**src/rtl/inv_mixcolumn_seq_pkg.sv**
```systemverilog
`default_nettype none
// +----------------------------------------------------------------------+
// | aes_pkg: GF(2^8) helpers and shared types for the InvMixColumns unit |
// | Rev 1.0                                                              |
// +----------------------------------------------------------------------+
package aes_pkg;

  typedef enum logic [1:0] {
    IDLE = 2'd0,
    CALC = 2'd1,
    DONE = 2'd2
  } inv_mc_state_t;

  localparam int NUM_COLS = 4;
  localparam int COL_W    = 32;
  localparam int BYTE_W   = 8;

  function automatic logic [BYTE_W-1:0] xtime(input logic [BYTE_W-1:0] b);
    return {b[6:0], 1'b0} ^ (b[7] ? 8'h1b : 8'h00);
  endfunction

  function automatic logic [BYTE_W-1:0] gmul9(input logic [BYTE_W-1:0] b);
    logic [BYTE_W-1:0] x2, x4, x8;
    x2 = xtime(b);
    x4 = xtime(x2);
    x8 = xtime(x4);
    return x8 ^ b;
  endfunction

  function automatic logic [BYTE_W-1:0] gmulb(input logic [BYTE_W-1:0] b);
    logic [BYTE_W-1:0] x2, x4, x8;
    x2 = xtime(b);
    x4 = xtime(x2);
    x8 = xtime(x4);
    return x8 ^ x2 ^ b;
  endfunction

  function automatic logic [BYTE_W-1:0] gmuld(input logic [BYTE_W-1:0] b);
    logic [BYTE_W-1:0] x2, x4, x8;
    x2 = xtime(b);
    x4 = xtime(x2);
    x8 = xtime(x4);
    return x8 ^ x4 ^ b;
  endfunction

  function automatic logic [BYTE_W-1:0] gmule(input logic [BYTE_W-1:0] b);
    logic [BYTE_W-1:0] x2, x4, x8;
    x2 = xtime(b);
    x4 = xtime(x2);
    x8 = xtime(x4);
    return x8 ^ x4 ^ x2;
  endfunction

  // Byte 0 of a column sits in the most significant byte.
  function automatic logic [COL_W-1:0] inv_mix_col(input logic [COL_W-1:0] a);
    logic [BYTE_W-1:0] a0, a1, a2, a3;
    a0 = a[4*BYTE_W-1 -: BYTE_W];
    a1 = a[3*BYTE_W-1 -: BYTE_W];
    a2 = a[2*BYTE_W-1 -: BYTE_W];
    a3 = a[1*BYTE_W-1 -: BYTE_W];
    return {gmule(a0) ^ gmulb(a1) ^ gmuld(a2) ^ gmul9(a3),
            gmul9(a0) ^ gmule(a1) ^ gmulb(a2) ^ gmuld(a3),
            gmuld(a0) ^ gmul9(a1) ^ gmule(a2) ^ gmulb(a3),
            gmulb(a0) ^ gmuld(a1) ^ gmul9(a2) ^ gmule(a3)};
  endfunction

  function automatic int col_lsb(input logic [1:0] c);
    return (NUM_COLS - 1 - int'(c)) * COL_W;
  endfunction

endpackage
`default_nettype wire

```
**src/rtl/inv_mixcolumn_seq_if.sv**
```systemverilog
`default_nettype none
// +----------------------------------------------------------------------+
// | inv_mixcolumn_seq_if: block in/out handshake bundle                  |
// | Rev 1.0                                                              |
// +----------------------------------------------------------------------+
interface inv_mixcolumn_seq_if;
  logic         in_valid;
  logic         in_ready;
  logic [127:0] in_data;
  logic [127:0] in_key;
  logic         in_bypass;
  logic         out_valid;
  logic         out_ready;
  logic [127:0] out_data;
  logic         busy;

  modport slave (
    input  in_valid, in_data, in_key, in_bypass, out_ready,
    output in_ready, out_valid, out_data, busy
  );

  modport master (
    output in_valid, in_data, in_key, in_bypass, out_ready,
    input  in_ready, out_valid, out_data, busy
  );
endinterface
`default_nettype wire

```
**src/rtl/inv_mixcolumn_seq_inv_mul_32.sv**
```systemverilog
`default_nettype none
// +----------------------------------------------------------------------+
// | inv_mul_32: combinational InvMixColumns on one 32-bit column         |
// | Rev 1.0                                                              |
// +----------------------------------------------------------------------+
module inv_mul_32
  import aes_pkg::*;
(
  input  wire logic [31:0] i_col,
  output logic      [31:0] o_col
);
  assign o_col = inv_mix_col(i_col);
endmodule
`default_nettype wire

```
**src/rtl/inv_mixcolumn_seq.sv**
```systemverilog
`default_nettype none
// +----------------------------------------------------------------------+
// | inv_mixcolumn_seq: iterative AddRoundKey + InvMixColumns             |
// | Rev 1.0                                                              |
// +----------------------------------------------------------------------+
module inv_mixcolumn_seq
  import aes_pkg::*;
#(
  parameter int COLS_PER_CYCLE = 1
) (
  input wire logic           clk,
  input wire logic           rst,
  inv_mixcolumn_seq_if.slave bus
);

  localparam logic [1:0] S_IDLE = IDLE;
  localparam logic [1:0] S_CALC = CALC;
  localparam logic [1:0] S_DONE = DONE;
  localparam logic [1:0] C_STEP = 2'(COLS_PER_CYCLE);
  localparam logic [1:0] C_LAST = 2'(NUM_COLS - COLS_PER_CYCLE);

  if (!(COLS_PER_CYCLE == 1 || COLS_PER_CYCLE == 2 || COLS_PER_CYCLE == 4)) begin : g_bad_cols
    $error("COLS_PER_CYCLE must be 1, 2 or 4");
  end

  logic [1:0]       r_state;
  logic [1:0]       r_col;
  logic [127:0]     r_work;
  logic [1:0]       w_idx  [COLS_PER_CYCLE];
  logic [COL_W-1:0] w_cin  [COLS_PER_CYCLE];
  logic [COL_W-1:0] w_cout [COLS_PER_CYCLE];

  // r_col is always a multiple of COLS_PER_CYCLE, so the group never wraps.
  for (genvar g = 0; g < COLS_PER_CYCLE; g++) begin : g_col
    assign w_idx[g] = r_col + 2'(g);
    assign w_cin[g] = r_work[col_lsb(w_idx[g]) +: COL_W];
    inv_mul_32 u_mul (
      .i_col (w_cin[g]),
      .o_col (w_cout[g])
    );
  end

  always_ff @(posedge clk) begin
    if (rst) begin
      r_state <= S_IDLE;
      r_col   <= 2'd0;
      r_work  <= '0;
    end else begin
      case (r_state)
        S_IDLE: begin
          if (bus.in_valid) begin
            r_work  <= bus.in_data ^ bus.in_key;
            r_col   <= 2'd0;
            r_state <= bus.in_bypass ? S_DONE : S_CALC;
          end
        end
        S_CALC: begin
          for (int g = 0; g < COLS_PER_CYCLE; g++) begin
            r_work[col_lsb(w_idx[g]) +: COL_W] <= w_cout[g];
          end
          r_col <= r_col + C_STEP;
          if (r_col == C_LAST) begin
            r_state <= S_DONE;
          end
        end
        S_DONE: begin
          if (bus.out_ready) begin
            r_state <= S_IDLE;
          end
        end
        default: r_state <= S_IDLE;
      endcase
    end
  end

  assign bus.in_ready  = (r_state == S_IDLE) && !rst;
  assign bus.out_valid = (r_state == S_DONE);
  assign bus.out_data  = r_work;
  assign bus.busy      = (r_state != S_IDLE);

endmodule
`default_nettype wire

```
**src/flat_wrapper.sv**
```systemverilog
// flat-port wrapper written by rule: the top's interface ports become plain ports
module inv_mixcolumn_seq_flat import aes_pkg::*;
#(
  parameter int COLS_PER_CYCLE = 1
)
  (clk, rst, bus_in_valid, bus_in_data, bus_in_key, bus_in_bypass, bus_out_ready, bus_in_ready, bus_out_valid, bus_out_data, bus_busy);
  inv_mixcolumn_seq_if bus_i ();
  input wire logic clk;
  input wire logic rst;
  input wire logic [$bits(bus_i.in_valid)-1:0] bus_in_valid;
  input wire logic [$bits(bus_i.in_data)-1:0] bus_in_data;
  input wire logic [$bits(bus_i.in_key)-1:0] bus_in_key;
  input wire logic [$bits(bus_i.in_bypass)-1:0] bus_in_bypass;
  input wire logic [$bits(bus_i.out_ready)-1:0] bus_out_ready;
  output wire logic [$bits(bus_i.in_ready)-1:0] bus_in_ready;
  output wire logic [$bits(bus_i.out_valid)-1:0] bus_out_valid;
  output wire logic [$bits(bus_i.out_data)-1:0] bus_out_data;
  output wire logic [$bits(bus_i.busy)-1:0] bus_busy;
  assign bus_i.in_valid = bus_in_valid;
  assign bus_i.in_data = bus_in_data;
  assign bus_i.in_key = bus_in_key;
  assign bus_i.in_bypass = bus_in_bypass;
  assign bus_i.out_ready = bus_out_ready;
  assign bus_in_ready = bus_i.in_ready;
  assign bus_out_valid = bus_i.out_valid;
  assign bus_out_data = bus_i.out_data;
  assign bus_busy = bus_i.busy;
  inv_mixcolumn_seq #(.COLS_PER_CYCLE(COLS_PER_CYCLE)) u_core (.clk(clk), .rst(rst), .bus(bus_i));
endmodule
```
**config.mk**
```make
export PLATFORM = sky130hd
export DESIGN_NAME = inv_mixcolumn_seq_flat
export DESIGN_NICKNAME = d
export VERILOG_FILES = /design/src/rtl/inv_mixcolumn_seq_pkg.sv /design/src/rtl/inv_mixcolumn_seq_if.sv /design/src/rtl/inv_mixcolumn_seq_inv_mul_32.sv /design/src/rtl/inv_mixcolumn_seq.sv /design/src/flat_wrapper.sv
export SDC_FILE = /design/constraint.sdc
export NUM_CORES = 1
export LEC_CHECK = 0
export ABC_AREA = 1
export ABC_CLOCK_PERIOD_IN_PS = 3800
export BUFFER_PORTS_ARGS = -buffer_cell sky130_fd_sc_hd__buf_4
export CORE_MARGIN = 3
export CORE_UTILIZATION = 53
export CTS_BUF_LIST = sky130_fd_sc_hd__clkbuf_4 sky130_fd_sc_hd__clkbuf_8
export DETAILED_ROUTE_END_ITERATION = 10
export GPL_ROUTABILITY_DRIVEN = 1
export PLACE_DENSITY_LB_ADDON = 0.1
export SLEW_MARGIN = 25
export SYNTH_ARGS = -nofsm -noshare
export SYNTH_HDL_FRONTEND = slang
export SYNTH_HIERARCHICAL = 1
export SYNTH_SLANG_ARGS = --single-unit
```
**constraint.sdc**
```tcl
create_clock -name clk -period 3.8 [get_ports clk]
set_clock_uncertainty 0.1 [all_clocks]
set_input_delay 0.38 -clock clk [delete_from_list [all_inputs] [get_ports clk]]
set_output_delay 0.38 -clock clk [all_outputs]
set_load 0.005 [all_outputs]
```
Word level (Yosys, flattened, before mapping)
Index checks and enable logic that the tools add are counted.
- flip-flop bits (word level): 132
- bits of input ports: 261
- output and inout bits: 131
- word-level logic and storage cells: 93
- $add $sub $neg: 3
- eq/ne operators: 6
- shift-type cells: 3
- multiplexer cells: 22
- bitwise operators: 49
- reduce and logical (&&, ||, !) cells: 7
- operators by type and width (kind ; number):
    $xor 8x8->8 ; 38
    $pmux 128 s2 ; 1
    $bwmux 128 ; 1
    $mux 128 ; 1
    $shift 32x33->128 const A ; 1
    $shiftx 128x8->32 ; 1
    $shiftx 32x33->128 ; 1
    $xor 128x128->128 ; 1
    $xor 8x5->8 ; 10
    $mux 5 ; 12
    $neg 8->33 ; 1
    $mux 2 ; 5
    $pmux 2 s3 ; 1
    $eq 2x2->1 const B ; 2
    $ne 2x2->1 const B ; 2
    $pmux 2 s2 ; 1
    $reduce_bool 2->1 ; 2
    $reduce_and 3->1 ; 1
    $sub 2x2->3 const A ; 1
    $add 2x1->2 const B ; 1
    $eq 2x1->1 const B ; 1
    $logic_not 2->1 ; 1
    $ne 2x1->1 const B ; 1
    $reduce_and 2->1 ; 1
    2 further kinds ; 2

Depth between registers and ports, before layout
- depth in word-level cells: 16
- gate-level depth with buffers: 26
- gate-level depth less buffers: 23

By module
The synthesis kept the hierarchy.
- by module, submodules not included (module ; instances ; cells each ; area each (um2) ; sequential area each (um2)):
    inv_mixcolumn_seq ; 1 ; 1885 ; 10018.4 ; 2642.5
    inv_mul_32 ; 1 ; 658 ; 3519.6 ; 0.0

Least setup slack after synthesis
No wires, ideal clock.
- kind: reg2reg
- from: register u_core.r_col[0]
- to: register u_core.r_work[33] (netlist: u_core/bus.out_data[33])
- setup time: 64 ps
- arrival: 2776 ps
- required time: 3636 ps
- slack: 860 ps
- stages on the path, launching flop included: 21
- buffers on the path: 2
- clock period less this slack: 2940 ps
- cells stage by stage: dfxtp_1 -> buf_2 -> clkbuf_1 -> o21ai_0 -> o22ai_1 -> inv_1 -> nand2_1 -> nand2_2 -> xor2_1 -> inv_1 -> nand2_1 -> nand2_1 -> nand2_1 -> nand2_1 -> xor2_1 -> inv_1 -> nor2_1 -> nand2_1 -> nor2_1 -> nor2_1 -> nor2_1
- RTL lines (element ; line ; source):
    start: declaration ; inv_mixcolumn_seq.sv:27 ; logic [1:0] r_col;
    start signal: assignment ; inv_mixcolumn_seq.sv:61 ; r_col <= r_col + C_STEP;
    end signal: assignment ; inv_mixcolumn_seq.sv:52 ; r_work <= bus.in_data ^ bus.in_key;
    end signal: indexed assignment ; inv_mixcolumn_seq.sv:59 ; r_work[col_lsb(w_idx[g]) +: COL_W] <= w_cout[g];
    end: declaration ; inv_mixcolumn_seq.sv:28 ; logic [127:0] r_work;

==> summary by stage <==
Outcome
The run finished with clean final reports.

Floorplanning
The full die area is 27500 um^2. For this configuration, the core starts out at a cell density of 0.549. The chip width is 166 um. The floorplan has 57 rows. The number of top-level pins is 392. The die is 166 um tall. The core area is 24700 um^2.

Layout
The end-of-flow core utilization is 0.695. After filler insertion, the fill cell instance count of the layout stands at 2263. The post-synthesis to final-layout area growth is 26.7%. At the end of the flow, the number of nets in the layout was 3153.

The post-route cell area is 17200 um^2. Of the cells placed in the final design, the portion with a size suffix greater than 1 is 0.193. Excluding fillers, the count of instances in the completed layout stands at 3225.

STA
The setup TNS is 0 ns. Setup slack closes at 0.175 ns. Setup violations remaining at the end of the flow were counted as 0. The number of pins exceeding their max-slew limit in the final report is 0.

Timing would allow up to 276 MHz. The final number of hold-violating endpoints is 0. For the pin with the worst max-slew slack, the measured transition is 0.981 ns. Setup repair after global routing left no endpoint under its margin. In the finished design, the share of the clock period the worst path needs comes to 0.954. The tightest slew margin relative to the limit is 0.346. The final critical path time including I/O delays and setup is 3.62 ns.

Synth
The top cell type by total area after synthesis is sky130_fd_sc_hd__nand2_1. The post-synthesis net count is 2809. The average size of a mapped cell is 5.32 um^2. The most used flip-flop cell after synthesis is sky130_fd_sc_hd__dfxtp_1. The share of synthesized area in the top cell type comes to 0.238. The synthesized netlist occupies a cell area of 13500 um^2.

In the synthesized netlist, the number of instances is 2543. In this run, synthesis inferred 0 flip-flops with an integrated enable. The count of state elements after synthesis is 132. The Yosys warning count is 6. The sequential area share after synthesis is 0.195.

The async set-or-reset flop fraction in the synthesized netlist is 0. Counting distinct cell types in the post-synthesis netlist gives 35. In the post-synthesis netlist, the biggest area contributors are sky130_fd_sc_hd__nand2_1, sky130_fd_sc_hd__dfxtp_1, sky130_fd_sc_hd__nor2_1.

Clock network
The total clock sinks is 132. The H-tree depth reported by CTS is 4. The root buffer cell chosen for the clock tree is sky130_fd_sc_hd__clkbuf_8. The register clock-pin slew on the reported worst setup and hold paths is 0.09 ns. Counting the buffers created by CTS gives 17.

After clock tree synthesis, the setup repair step added 0 buffers. The clock passes through at most 2 buffers. The later pin in the worst-skew pair is clocked with a latency of 0.48 ns. The TritonCTS clock tree is done.

Worst setup path
The worst setup path is launched from a flop. The number of cells on the worst reg-to-reg path is 15. The arrival time reported for the critical path endpoint is 3.93 ns. The worst setup path is of the reg2reg kind.

The data required time at the worst endpoint is 4.10 ns. The highest fanout seen on the critical path is 53. The endpoint class of the critical path is a flop.

Place
At the end of routability-driven placement, the weighted congestion stood at 1.06. The post-place instance area is 16700 um^2. After detailed placement, the design holds a cell count of 3191.

The number of buffers inserted by port buffering is 391. At the placement stage, the worst setup path has a slack of 0.361 ns. The final HPWL from detailed placement is 45900 um.

Detailed routing
The uppermost layer routed is met4. Dividing the detail-routed wire length by the instance count gives 17.9 um. The via-per-instance ratio is 5.43.

The count of TritonRoute iterations in the first routing pass is 6. The starting DRC count in detailed routing is 2541. In the detailed route, the total length drawn on met3 is 7560 um. For this run, design rule violations remaining after detail routing come to 0. The length of routed wiring on met1 is 22100 um. Detailed routing placed a total of 25700 um of wire on met2. The routed via count is 17500. The post-detailed-route count of antenna-violating nets is 0. For this block, the routed nets add up to 57600 um of wire.

GRT
The via count of the first global-routing pass was 15600. The first-pass GRT wire length is 86100 um. In the global route stage, overall resource usage came out at 0.392. The initial antenna violation count is 1. Entering global routing, the biggest net connects 68 pins.

The final global-route overflow total is 0.

Power
The maximum vdd drop is 0.000377 V. In this run the power density over the cells is 688 nW/um^2. The analysis attributes to cell leakage a power of 9.78 nW.

Hold path
The worst hold-check path type is in2reg. Along the worst hold path, the cell count comes to 3.

Flow run
The number of max-capacitance violations reported is 0.
-- layout make-up --
type | instances | area [um^2] | area share
multi-input combinational | 2008 | 9240 | 0.539
timing repair buffer | 442 | 3380 | 0.197
sequential | 132 | 2640 | 0.154
inverter | 286 | 1080 | 0.0628
tap | 324 | 405 | 0.0236
clock buffer | 18 | 248 | 0.0144
clock inverter | 14 | 156 | 0.00912
antenna | 1 | 2.50 | 0.000146
-- report_power, final --
part | internal [mW] | total (mW) | switching [mW]
Combinational | 2.71 | 8.67 | 5.96
Clock | 0.569 | 1.30 | 0.732
Sequential | 1.58 | 1.84 | 0.256
Total | 4.86 | 11.8 | 6.95
-- final timing paths --
kind / end / startpoint / slack, ns
max: u_core/bus.out_data[103]$_SDFFE_PP0P_ / u_core/r_col[0]$_SDFFE_PP0P_ / 0.18
min: u_core/r_state[0]$_SDFFE_PP0P_ / bus_in_bypass / 0.07
max reg2reg: u_core/bus.out_data[103]$_SDFFE_PP0P_ / u_core/r_col[0]$_SDFFE_PP0P_ / 0.18
min reg2reg: u_core/bus.out_data[94]$_SDFFE_PP0P_ / u_core/bus.out_data[94]$_SDFFE_PP0P_ / 0.44
-- state kept, by name, indices dropped and copies added, names as in the netlist --
name	count
u_core/r_col	2
u_core/r_state	2
u_core/bus.out_data	128
-- kinds of logic (layout without fill, tap and decap cells) --
logic type	count (synthesis)	in the layout	share of synthesized area
AO/OA/AOI/OAI	168	168	0.0657
XOR/XNOR	157	157	0.105
adder cells (fa/ha/maj)	5	5	0.00462
buffers and inverters	403	760	0.124
flip-flops	132	132	0.195
other	0	1	0
AND/OR/NAND/NOR	1678	1678	0.506
-- cells in the mapped netlist, types with 2 or more instances --
library cell,instances
sky130_fd_sc_hd__nand2_1,857
sky130_fd_sc_hd__nor2_1,546
sky130_fd_sc_hd__inv_1,275
sky130_fd_sc_hd__nand3_1,168
sky130_fd_sc_hd__dfxtp_1,132
sky130_fd_sc_hd__o21ai_0,119
sky130_fd_sc_hd__xor2_1,100
sky130_fd_sc_hd__xnor2_1,51
sky130_fd_sc_hd__clkbuf_1,44
sky130_fd_sc_hd__nand3b_1,39
sky130_fd_sc_hd__buf_2,38
sky130_fd_sc_hd__or2_2,35
sky130_fd_sc_hd__o22ai_1,32
sky130_fd_sc_hd__buf_4,27
sky130_fd_sc_hd__nand2_2,19
sky130_fd_sc_hd__o21ai_1,10
sky130_fd_sc_hd__inv_2,9
sky130_fd_sc_hd__buf_1,6
sky130_fd_sc_hd__ha_1,5
sky130_fd_sc_hd__a21oi_1,4
sky130_fd_sc_hd__nand3_2,3
sky130_fd_sc_hd__nor2_2,3
sky130_fd_sc_hd__xnor2_2,3
sky130_fd_sc_hd__xor2_2,3
sky130_fd_sc_hd__buf_6,2
sky130_fd_sc_hd__nand2_4,2
sky130_fd_sc_hd__nand2b_1,2
sky130_fd_sc_hd__nor3_1,2
-- critical path, cell delays in order, from the launching register on --
cell                      delay (ns)
sky130_fd_sc_hd__dfxtp_2        0.42
sky130_fd_sc_hd__inv_2          0.09
sky130_fd_sc_hd__buf_12         0.19
sky130_fd_sc_hd__nor2_1         0.18
sky130_fd_sc_hd__o22ai_1        0.12
sky130_fd_sc_hd__buf_4          0.18
sky130_fd_sc_hd__xnor2_1        0.30
sky130_fd_sc_hd__xor2_1         0.51
sky130_fd_sc_hd__xor2_1         0.37
sky130_fd_sc_hd__xnor2_1        0.16
sky130_fd_sc_hd__inv_1          0.08
sky130_fd_sc_hd__nor2_1         0.30
sky130_fd_sc_hd__nand2_1        0.22
sky130_fd_sc_hd__nor2_1         0.16
sky130_fd_sc_hd__nor2_1         0.07
sky130_fd_sc_hd__nor2_1         0.09
-- cells in the final DEF (no fill, tap or decap), types with 2 or more instances in the layout --
master                       Yosys  routed
sky130_fd_sc_hd__xor2_2          3       4
sky130_fd_sc_hd__o22ai_1        32      31
sky130_fd_sc_hd__nor2_1        546     546
sky130_fd_sc_hd__o21ai_1        10      10
sky130_fd_sc_hd__o21ai_0       119     119
sky130_fd_sc_hd__nand2_1       857     855
sky130_fd_sc_hd__clkbuf_8        0      18
sky130_fd_sc_hd__xor2_1        100      99
sky130_fd_sc_hd__nand3_1       168     168
sky130_fd_sc_hd__ha_1            5       5
sky130_fd_sc_hd__nor2_2          3       3
sky130_fd_sc_hd__inv_8           0       6
sky130_fd_sc_hd__clkinv_4        0       2
sky130_fd_sc_hd__inv_1         275     274
sky130_fd_sc_hd__inv_6           0       3
sky130_fd_sc_hd__dfxtp_1       132     131
sky130_fd_sc_hd__buf_12          0       5
sky130_fd_sc_hd__xnor2_2         3       3
sky130_fd_sc_hd__nand2_2        19      20
sky130_fd_sc_hd__nand3b_1       39      39
sky130_fd_sc_hd__clkinvlp_4      0       2
sky130_fd_sc_hd__nand3_2         3       3
sky130_fd_sc_hd__or2_2          35      35
sky130_fd_sc_hd__a21oi_1         4       4
sky130_fd_sc_hd__nand2_4         2       3
sky130_fd_sc_hd__nor3_1          2       2
sky130_fd_sc_hd__inv_2           9      10
sky130_fd_sc_hd__buf_4          27     436
sky130_fd_sc_hd__nand2b_1        2       2
sky130_fd_sc_hd__xnor2_1        51      51
-- metal layers --
| layer | track usage | vias up |
|---|---|---|
| met5 | 0 | - |
| li1 | - | 8377 |
| met3 | 0.0916 | 123 |
| met4 | 0.149 | 0 |
| met1 | 0.525 | 7793 |
| met2 | 0.616 | 1222 |
-- per-stage QoR --
step                      total power [mW]  hold WS [ns]
after detailed placement              10.0         0.414
final                                 11.8        0.0708
after global routing                  12.4        0.0738
after floorplan                       7.02         0.349
after global placement                9.97         0.408
after CTS                             11.3        0.0493
-- timing repair --
item	4_1_cts	5_1_grt
resized for setup	0	3
hold buffers	1	0
setup endpoints to repair	0	5
hold endpoints to repair	2	0
Note: power is estimated with default switching activity, not from simulation.
